File: config.mk
export PLATFORM = sky130hd
export DESIGN_NAME = bus_arbiter_flat
export DESIGN_NICKNAME = d
export VERILOG_FILES = /design/src/rtl/bus_arbiter_if.sv /design/src/rtl/bus_arbiter.sv /design/src/flat_wrapper.sv
export SDC_FILE = /design/constraint.sdc
export NUM_CORES = 1
export LEC_CHECK = 0
export ABC_AREA = 0
export ABC_CLOCK_PERIOD_IN_PS = 1630
export BUFFER_PORTS_ARGS = -buffer_cell sky130_fd_sc_hd__buf_2
export CAP_MARGIN = 20
export CORE_AREA = 10 10 100 102
export DETAILED_ROUTE_END_ITERATION = 8
export DIE_AREA = 0 0 110 112
export PLACE_DENSITY = 0.64
export SYNTH_ARGS = -nofsm -noshare
export SYNTH_HDL_FRONTEND = slang
export SYNTH_SLANG_ARGS = --single-unit
File: constraint.sdc
create_clock -name clk -period 1.63 [get_ports clk]
set_clock_uncertainty 0.2 [all_clocks]
set_input_delay 0.326 -clock clk [delete_from_list [all_inputs] [get_ports clk]]
set_output_delay 0.326 -clock clk [all_outputs]
set_load 0.01 [all_outputs]
File: src/rtl/bus_arbiter_if.sv
// Fetch port, data port and memory port of the core bus arbiter.
// The slave modport is the arbiter's view; master is the cache/memory side.
interface bus_arbiter_if;
    logic        i_req;
    logic [31:0] i_addr;
    logic        i_lock;
    logic        i_ack;
    logic [31:0] i_rdata;
    logic        i_error;

    logic        d_req;
    logic        d_we;
    logic [31:0] d_addr;
    logic [31:0] d_wdata;
    logic [3:0]  d_wstrb;
    logic        d_lock;
    logic        d_ack;
    logic [31:0] d_rdata;
    logic        d_error;

    logic        m_req;
    logic        m_we;
    logic [31:0] m_addr;
    logic [31:0] m_wdata;
    logic [3:0]  m_wstrb;
    logic        m_ack;
    logic [31:0] m_rdata;
    logic        m_error;

    modport slave (
        input  i_req, i_addr, i_lock,
        output i_ack, i_rdata, i_error,
        input  d_req, d_we, d_addr, d_wdata, d_wstrb, d_lock,
        output d_ack, d_rdata, d_error,
        output m_req, m_we, m_addr, m_wdata, m_wstrb,
        input  m_ack, m_rdata, m_error
    );

    modport master (
        output i_req, i_addr, i_lock,
        input  i_ack, i_rdata, i_error,
        output d_req, d_we, d_addr, d_wdata, d_wstrb, d_lock,
        input  d_ack, d_rdata, d_error,
        input  m_req, m_we, m_addr, m_wdata, m_wstrb,
        output m_ack, m_rdata, m_error
    );
endinterface

File: src/rtl/bus_arbiter.sv
// Two-requester memory bus arbiter: data-side priority, lockable ownership,
// and a streak counter that forces a fetch grant after MAX_D_STREAK data grants.
module bus_arbiter #(
    parameter int MAX_D_STREAK = 4,
    parameter int CNT_W        = 3
) (
    input  logic             clk,
    input  logic             rst_n,
    bus_arbiter_if.slave     bus,
    output logic [1:0]       owner
);
    typedef enum logic [1:0] {
        IDLE  = 2'b00,
        OWN_I = 2'b01,
        OWN_D = 2'b10
    } state_t;

    localparam logic [CNT_W-1:0] STREAK_MAX = CNT_W'(MAX_D_STREAK);

    state_t           state, state_nx;
    logic [CNT_W-1:0] streak, streak_nx;

    always_ff @(posedge clk) begin
        if (!rst_n) begin
            state  <= IDLE;
            streak <= '0;
        end else begin
            state  <= state_nx;
            streak <= streak_nx;
        end
    end

    always_comb begin
        state_nx    = state;
        streak_nx   = streak;
        bus.m_req   = 1'b0;
        bus.m_we    = 1'b0;
        bus.m_addr  = '0;
        bus.m_wdata = '0;
        bus.m_wstrb = '0;
        bus.i_ack   = 1'b0;
        bus.i_error = 1'b0;
        bus.d_ack   = 1'b0;
        bus.d_error = 1'b0;

        case (state)
            IDLE: begin
                // m_ack seen here belongs to nobody and is dropped
                if (!bus.i_req)
                    streak_nx = '0;
                if (bus.i_req && (!bus.d_req || streak == STREAK_MAX)) begin
                    state_nx  = OWN_I;
                    streak_nx = '0;
                end else if (bus.d_req) begin
                    state_nx = OWN_D;
                    // reaching here with i_req set implies streak < STREAK_MAX
                    if (bus.i_req)
                        streak_nx = streak + CNT_W'(1);
                end
            end

            OWN_I: begin
                bus.m_req   = bus.i_req;
                bus.m_addr  = bus.i_addr;
                bus.i_ack   = bus.m_ack;
                bus.i_error = bus.m_ack & bus.m_error;
                if (bus.m_ack)
                    state_nx = bus.i_lock ? OWN_I : IDLE;
                else if (!bus.i_req && !bus.i_lock)
                    state_nx = IDLE;
            end

            OWN_D: begin
                bus.m_req   = bus.d_req;
                bus.m_we    = bus.d_we;
                bus.m_addr  = bus.d_addr;
                bus.m_wdata = bus.d_wdata;
                bus.m_wstrb = bus.d_wstrb;
                bus.d_ack   = bus.m_ack;
                bus.d_error = bus.m_ack & bus.m_error;
                if (bus.m_ack)
                    state_nx = bus.d_lock ? OWN_D : IDLE;
                else if (!bus.d_req && !bus.d_lock)
                    state_nx = IDLE;
            end

            default: state_nx = IDLE;
        endcase
    end

    assign bus.i_rdata = bus.m_rdata;
    assign bus.d_rdata = bus.m_rdata;
    assign owner       = state;
endmodule

File: src/flat_wrapper.sv
// flat-port wrapper written by rule: the top's interface ports become plain ports
module bus_arbiter_flat 
#(
    parameter int MAX_D_STREAK = 4,
    parameter int CNT_W        = 3
)
  (clk, rst_n, owner, bus_i_req, bus_i_addr, bus_i_lock, bus_i_ack, bus_i_rdata, bus_i_error, bus_d_req, bus_d_we, bus_d_addr, bus_d_wdata, bus_d_wstrb, bus_d_lock, bus_d_ack, bus_d_rdata, bus_d_error, bus_m_req, bus_m_we, bus_m_addr, bus_m_wdata, bus_m_wstrb, bus_m_ack, bus_m_rdata, bus_m_error);
  bus_arbiter_if bus_i ();
  input  logic clk;
  input  logic rst_n;
  output logic [1:0] owner;
  input wire logic [$bits(bus_i.i_req)-1:0] bus_i_req;
  input wire logic [$bits(bus_i.i_addr)-1:0] bus_i_addr;
  input wire logic [$bits(bus_i.i_lock)-1:0] bus_i_lock;
  output wire logic [$bits(bus_i.i_ack)-1:0] bus_i_ack;
  output wire logic [$bits(bus_i.i_rdata)-1:0] bus_i_rdata;
  output wire logic [$bits(bus_i.i_error)-1:0] bus_i_error;
  input wire logic [$bits(bus_i.d_req)-1:0] bus_d_req;
  input wire logic [$bits(bus_i.d_we)-1:0] bus_d_we;
  input wire logic [$bits(bus_i.d_addr)-1:0] bus_d_addr;
  input wire logic [$bits(bus_i.d_wdata)-1:0] bus_d_wdata;
  input wire logic [$bits(bus_i.d_wstrb)-1:0] bus_d_wstrb;
  input wire logic [$bits(bus_i.d_lock)-1:0] bus_d_lock;
  output wire logic [$bits(bus_i.d_ack)-1:0] bus_d_ack;
  output wire logic [$bits(bus_i.d_rdata)-1:0] bus_d_rdata;
  output wire logic [$bits(bus_i.d_error)-1:0] bus_d_error;
  output wire logic [$bits(bus_i.m_req)-1:0] bus_m_req;
  output wire logic [$bits(bus_i.m_we)-1:0] bus_m_we;
  output wire logic [$bits(bus_i.m_addr)-1:0] bus_m_addr;
  output wire logic [$bits(bus_i.m_wdata)-1:0] bus_m_wdata;
  output wire logic [$bits(bus_i.m_wstrb)-1:0] bus_m_wstrb;
  input wire logic [$bits(bus_i.m_ack)-1:0] bus_m_ack;
  input wire logic [$bits(bus_i.m_rdata)-1:0] bus_m_rdata;
  input wire logic [$bits(bus_i.m_error)-1:0] bus_m_error;
  assign bus_i.i_req = bus_i_req;
  assign bus_i.i_addr = bus_i_addr;
  assign bus_i.i_lock = bus_i_lock;
  assign bus_i_ack = bus_i.i_ack;
  assign bus_i_rdata = bus_i.i_rdata;
  assign bus_i_error = bus_i.i_error;
  assign bus_i.d_req = bus_d_req;
  assign bus_i.d_we = bus_d_we;
  assign bus_i.d_addr = bus_d_addr;
  assign bus_i.d_wdata = bus_d_wdata;
  assign bus_i.d_wstrb = bus_d_wstrb;
  assign bus_i.d_lock = bus_d_lock;
  assign bus_d_ack = bus_i.d_ack;
  assign bus_d_rdata = bus_i.d_rdata;
  assign bus_d_error = bus_i.d_error;
  assign bus_m_req = bus_i.m_req;
  assign bus_m_we = bus_i.m_we;
  assign bus_m_addr = bus_i.m_addr;
  assign bus_m_wdata = bus_i.m_wdata;
  assign bus_m_wstrb = bus_i.m_wstrb;
  assign bus_i.m_ack = bus_m_ack;
  assign bus_i.m_rdata = bus_m_rdata;
  assign bus_i.m_error = bus_m_error;
  bus_arbiter #(.MAX_D_STREAK(MAX_D_STREAK), .CNT_W(CNT_W)) u_core (.clk(clk), .rst_n(rst_n), .bus(bus_i), .owner(owner));
endmodule
* After elaboration in Yosys (flattened, before gate mapping)
Cells that the tools add are included.
** Cells by class
- Add/sub/neg operators :: 1
- Equal/unequal tests :: 6
- Multiplexer cells :: 22
- Bitwise gates (word level) :: 1
- Reductions and logical operators :: 10
** Operators with widths (count)
- 32-bit case mux with 2 select lines :: 1
- 32-bit 2-to-1 mux :: 1
- 2-bit 2-to-1 mux :: 7
- 3-bit 2-to-1 mux :: 4
- 3-bit by 2-bit inequality test with 1-bit output, second input constant :: 3
- 1-bit 2-to-1 mux :: 6
- 2-bit case mux with 3 select lines :: 1
- 1-bit logical NOT :: 4
- 4-bit 2-to-1 mux :: 1
- 3-bit by 1-bit adder with 3-bit output, second input constant :: 1
- 3-bit == test, second input constant :: 1
- 1-bit logical AND :: 3
- 3-bit AND reduction :: 1
- 2-bit by 1-bit == test with 1-bit output, second input constant :: 1
- 2-bit == test, second input constant :: 1
- 2-bit logical NOT :: 1
- 1-bit case mux with 2 select lines :: 1
- 1-bit AND :: 1
- 1-bit logical OR :: 1
** Storage, ports and cells
- Flip-flop bits (word level) :: 5
- Bits of input ports :: 141
- Word-level logic and storage cells :: 42

* Logic depth before layout (Yosys ltp)
- Depth after elaboration :: 5
- Gate-level depth with buffers :: 7

* Worst setup path after synthesis
Ideal clock, no wire load.
- Kind :: register to register
- Start :: reg u_core.state[0], in the netlist u_core.owner[0]
- End :: reg u_core.state[0], in the netlist u_core.owner[0]
- Data arrival time :: 1.590 ns
- Data required time :: 1.360 ns
- Path slack :: -0.230 ns
- Cell stages (with the launch flop) :: 8
- Path through :: dfxtp_1 inv_1 ha_1 buf_6 o21ai_0 a21oi_1 or4b_1 a21oi_1
** On the way
- Longest elaborated chain between the ends :: 3
- Elaborated cells between the ends (all ways) :: 8
- Classes of those cells :: eq/ne (5); mux (1); reduce/logical (2)
** RTL lines
- from (decl) :: RTL line bus_arbiter.sv:20 : state_t state, state_nx;
- from (signal assigned) :: RTL line bus_arbiter.sv:28 : state <= state_nx;
- 2-bit == test, or another cell as far along :: RTL line bus_arbiter.sv:46 : case (state)
- 3-bit by 2-bit inequality test with 1-bit output (no source line)
- 3-bit AND reduction (no source line)
Parallel ways exist; a longest one is shown, timed or not.
A chain may end at the register's enable or synchronous reset.

* Worst setup path after layout
- Start :: reg u_core.state[0], in the netlist u_core.owner[0]
- End :: out bus_m_addr[16]
** On the way
- Longest elaborated chain between the ends :: 2
- Elaborated cells between the ends (all ways) :: 3
- Classes of those cells :: eq/ne (2); mux (1)
** RTL lines
- 2-bit == test / 2-bit by 1-bit == test with 1-bit output (equally long branches) :: RTL line bus_arbiter.sv:46
- 32-bit case mux with 2 select lines (*) :: RTL line bus_arbiter.sv:46
- to (decl) :: RTL line flat_wrapper.sv:29 : output wire logic [$bits(bus_i.m_addr)-1:0] bus_m_addr;
Mark *: on every way between the ends. The rest lies on a longest branch, timed or not.

==> results.ini <==
[timing]
finalHoldViolCount = 0
fin_crit_sh_pct = 119.7
tightest_slew_ns = 0.2775
max_freq_mhz = 512.7
period_needed_ns = 1.950
rsz0062_at_grt = yes
slew_violations = 0
slew_headroom_pct = 81.46
setup_viol = 76
fin_ws_ns = -0.3205

[power]
switchingPower_mw = 0.7147
p_seq_share_pct = 8.1
p_comb_share_pct = 78.6
switching_share_pct = 39.08
power.internal_mw = 1.114
finalPower_mw = 1.829
power.share.clock_pct = 13.3
power_density_mw_per_mm2 = 602.0
leakagePower_nw = 1.477
ir_drop_mv = 0.4717

[run_status]
violations = setup timing
status = complete, but fails checks

[final_layout]
finalInstanceArea_mm2 = 0.003038
drive_gt1_share_pct = 80.38
fin_nets = 515
layout_commonest_cell = buf_2
final_cell_mix = 165 x buf_2, 33 x and2_1, 31 x a22oi_2, 24 x buf_6, 18 x nor2b_2
antennaDiodeCount = 0
area_growth_pct = 86.63

[yosys]
syn_nets = 378
synth.area.top_cells = buf_4 30%, a22oi_1 15%, and2_1 15%
synth_seq_cells = 5
synth_cells = 231
yosysTopAreaCellShare_pct = 29.98
yosys_warnings = 0
syn_avg_cell_area_um2 = 7.047
seq_area_frac_synth_pct = 6.149
synth_cell_types = 28
yosysTopAreaCell = buf_4
syn_area_mm2 = 0.001628

[floorplanning]
coreArea_mm2 = 0.008051
initial_core_util_pct = 20.22
die_area_mm2 = 0.01232
rows = 33
ioPinCount = 281
die_h_um = 112
die_w_um = 110

[worst_setup_path]
crit_end = bus_m_addr[16]
arrival_ns = 1.42
critPathSlowestCell = dfxtp_4
worstSetupStartpointType = register
end_kind = output port
crit_path_max_incr_delay_ns = 0.37
critical_path_required_ns = 1.10
r2r_end = u_core.owner[0]
crit_start = u_core.owner[0]
crit_chain = inv_4 > ha_4 > buf_12 > a22oi_2 > nor2b_4 > buf_6
reg2reg_depth = 8
rrSetupSlack_ns = -0.28
worst-path-max-fanout = 22
worstReg2RegStart = u_core.owner[1]
crit_type = reg -> out

[cts]
clkSinkCount = 5
path_clk_slew_ns = 0.04
cts_tree = done
htreeDepth = 1
clockBufferDepth = 2
hold_buffers = 0
clk_latency_ns = 0.23
root_buffer = clkbuf_8
cts_made_buffers = 3

[placed_design]
postPlaceCellArea_mm2 = 0.002534
io_buffers = 184
gpl.final_weighted_congestion = 0.8689
dp_hpwl_mm = 6.598

[routing]
drtIter0Drc = 51
top_layer_used = met4
routed_wl_mm = 8.229
firstDrtPassIters = 4
wl_met1_mm = 2.483
met3WireLength_mm = 1.007
ant_nets = 0
routed_via_density = 4.309
wl_met2_mm = 4.408
wl_per_cell_um = 17.43
vias = 2034
drc_errors = 0

[grt]
grt_max_degree = 40
grt_pass1_wl_mm = 11.52
grt-ovfl-total = 0
grt_pass1_vias = 2204
antenna_found_initial = 0
grtUsageTotal_pct = 11.35

[hold_path]
min_from = rst_n
min_path_type = in -> reg

[run]
maxCapViolCount = 0

==> power groups by stage <==
stage	Clock (mW)	Sequential, mW	Combinational [mW]
3_3_place_gp	0	0.148	1.08
5_1_grt	0.260	0.150	1.55
3_5_place_dp	0	0.148	1.11
2_1_floorplan	0	0.153	0.799
4_1_cts	0.252	0.146	1.22
6_report	0.243	0.148	1.44
==> cells in the mapped netlist (all sizes together) <==
cell,n
nand2,4
nand2b,2
a21boi,1
a21oi,5
or4b,1
nand4,2
inv,5
nor3,1
and2,39
clkbuf,13
a311o,1
and3,3
or2b,1
o31ai,1
a22oi,33
buf,67
ha,6
nor2,1
o21ai,4
and3b,1
nor2b,33
nor3b,1
dfxtp,5
o2bb2ai,1
==> sequential cells by signal (all words and copies together) (netlist names) <==
register / count
u_core.owner: 2
u_core.streak: 3
==> worst max-delay path, delay by kind of cell (launching register included) <==
kind | cells | cell delay, ns
and+or+nand+nor | 1 | 0.06
AOI/OAI and AO/OA | 1 | 0.23
adders and majority gates | 1 | 0.19
buffers and inverters | 3 | 0.34
DFF | 1 | 0.37
==> cell type report <==
type | instances | area, um^2
Clock buffer | 4 | 45.04
Fill cell | 818 | 5014
Inverter | 5 | 26.28
Multi-Input combinational cell | 141 | 1324
Sequential cell | 5 | 107.6
Tap cell | 105 | 131.4
Timing Repair Buffer | 212 | 1404
==> through the flow <==
step | worst slack (ns) | hold WS [ns] | std cells | utilization (%) | TNS (ns)
finish | -0.3205 | 0.1856 | 472 | 37.73 | -20.31
global route | -0.4057 | 0.1934 | 472 | 37.73 | -25.15
CTS | -0.3139 | 0.1621 | 466 | 33.61 | -18.72
global placement | -0.1027 | 0.2806 | 458 | 31.47 | -2.635
floorplan | -0.09340 | 0.2618 | 231 | - | -0.5940
detailed placement | -0.1316 | 0.2974 | 458 | 31.47 | -3.712
==> how the worst min path moves through the flow <==
stage / to / cells after the start
floorplan: u_core.streak[1] / 2
global placement: u_core.streak[1] / 2
detailed placement: u_core.streak[1] / 2
CTS: u_core.owner[1] / 2
global route: u_core.owner[1] / 2
finish: u_core.owner[1] / 2
==> layer usage <==
metal,GRT usage [%],up-vias
met5,0,-
met4,5.035,0
met3,3.633,31
met2,21.51,118
met1,10.57,901
li1,-,984
==> logic make-up (layout without fill, tap and decap cells) <==
kind of cell / Yosys count / in the layout / share of synthesized area, %
fa+ha+maj: 6 / 6 / 4.612
buf+inv: 85 / 221 / 35.13
flops: 5 / 5 / 6.149
compound gates: 46 / 46 / 20.06
simple gates: 89 / 89 / 34.05
==> timing repair <==
item	4_1_cts	5_1_grt
endpoints found under the setup margin	76	76
buffers inserted	3	3
cloned	1	4
resized for setup	17	44
pin swaps	6	8
(Power assumes the default switching activity.)
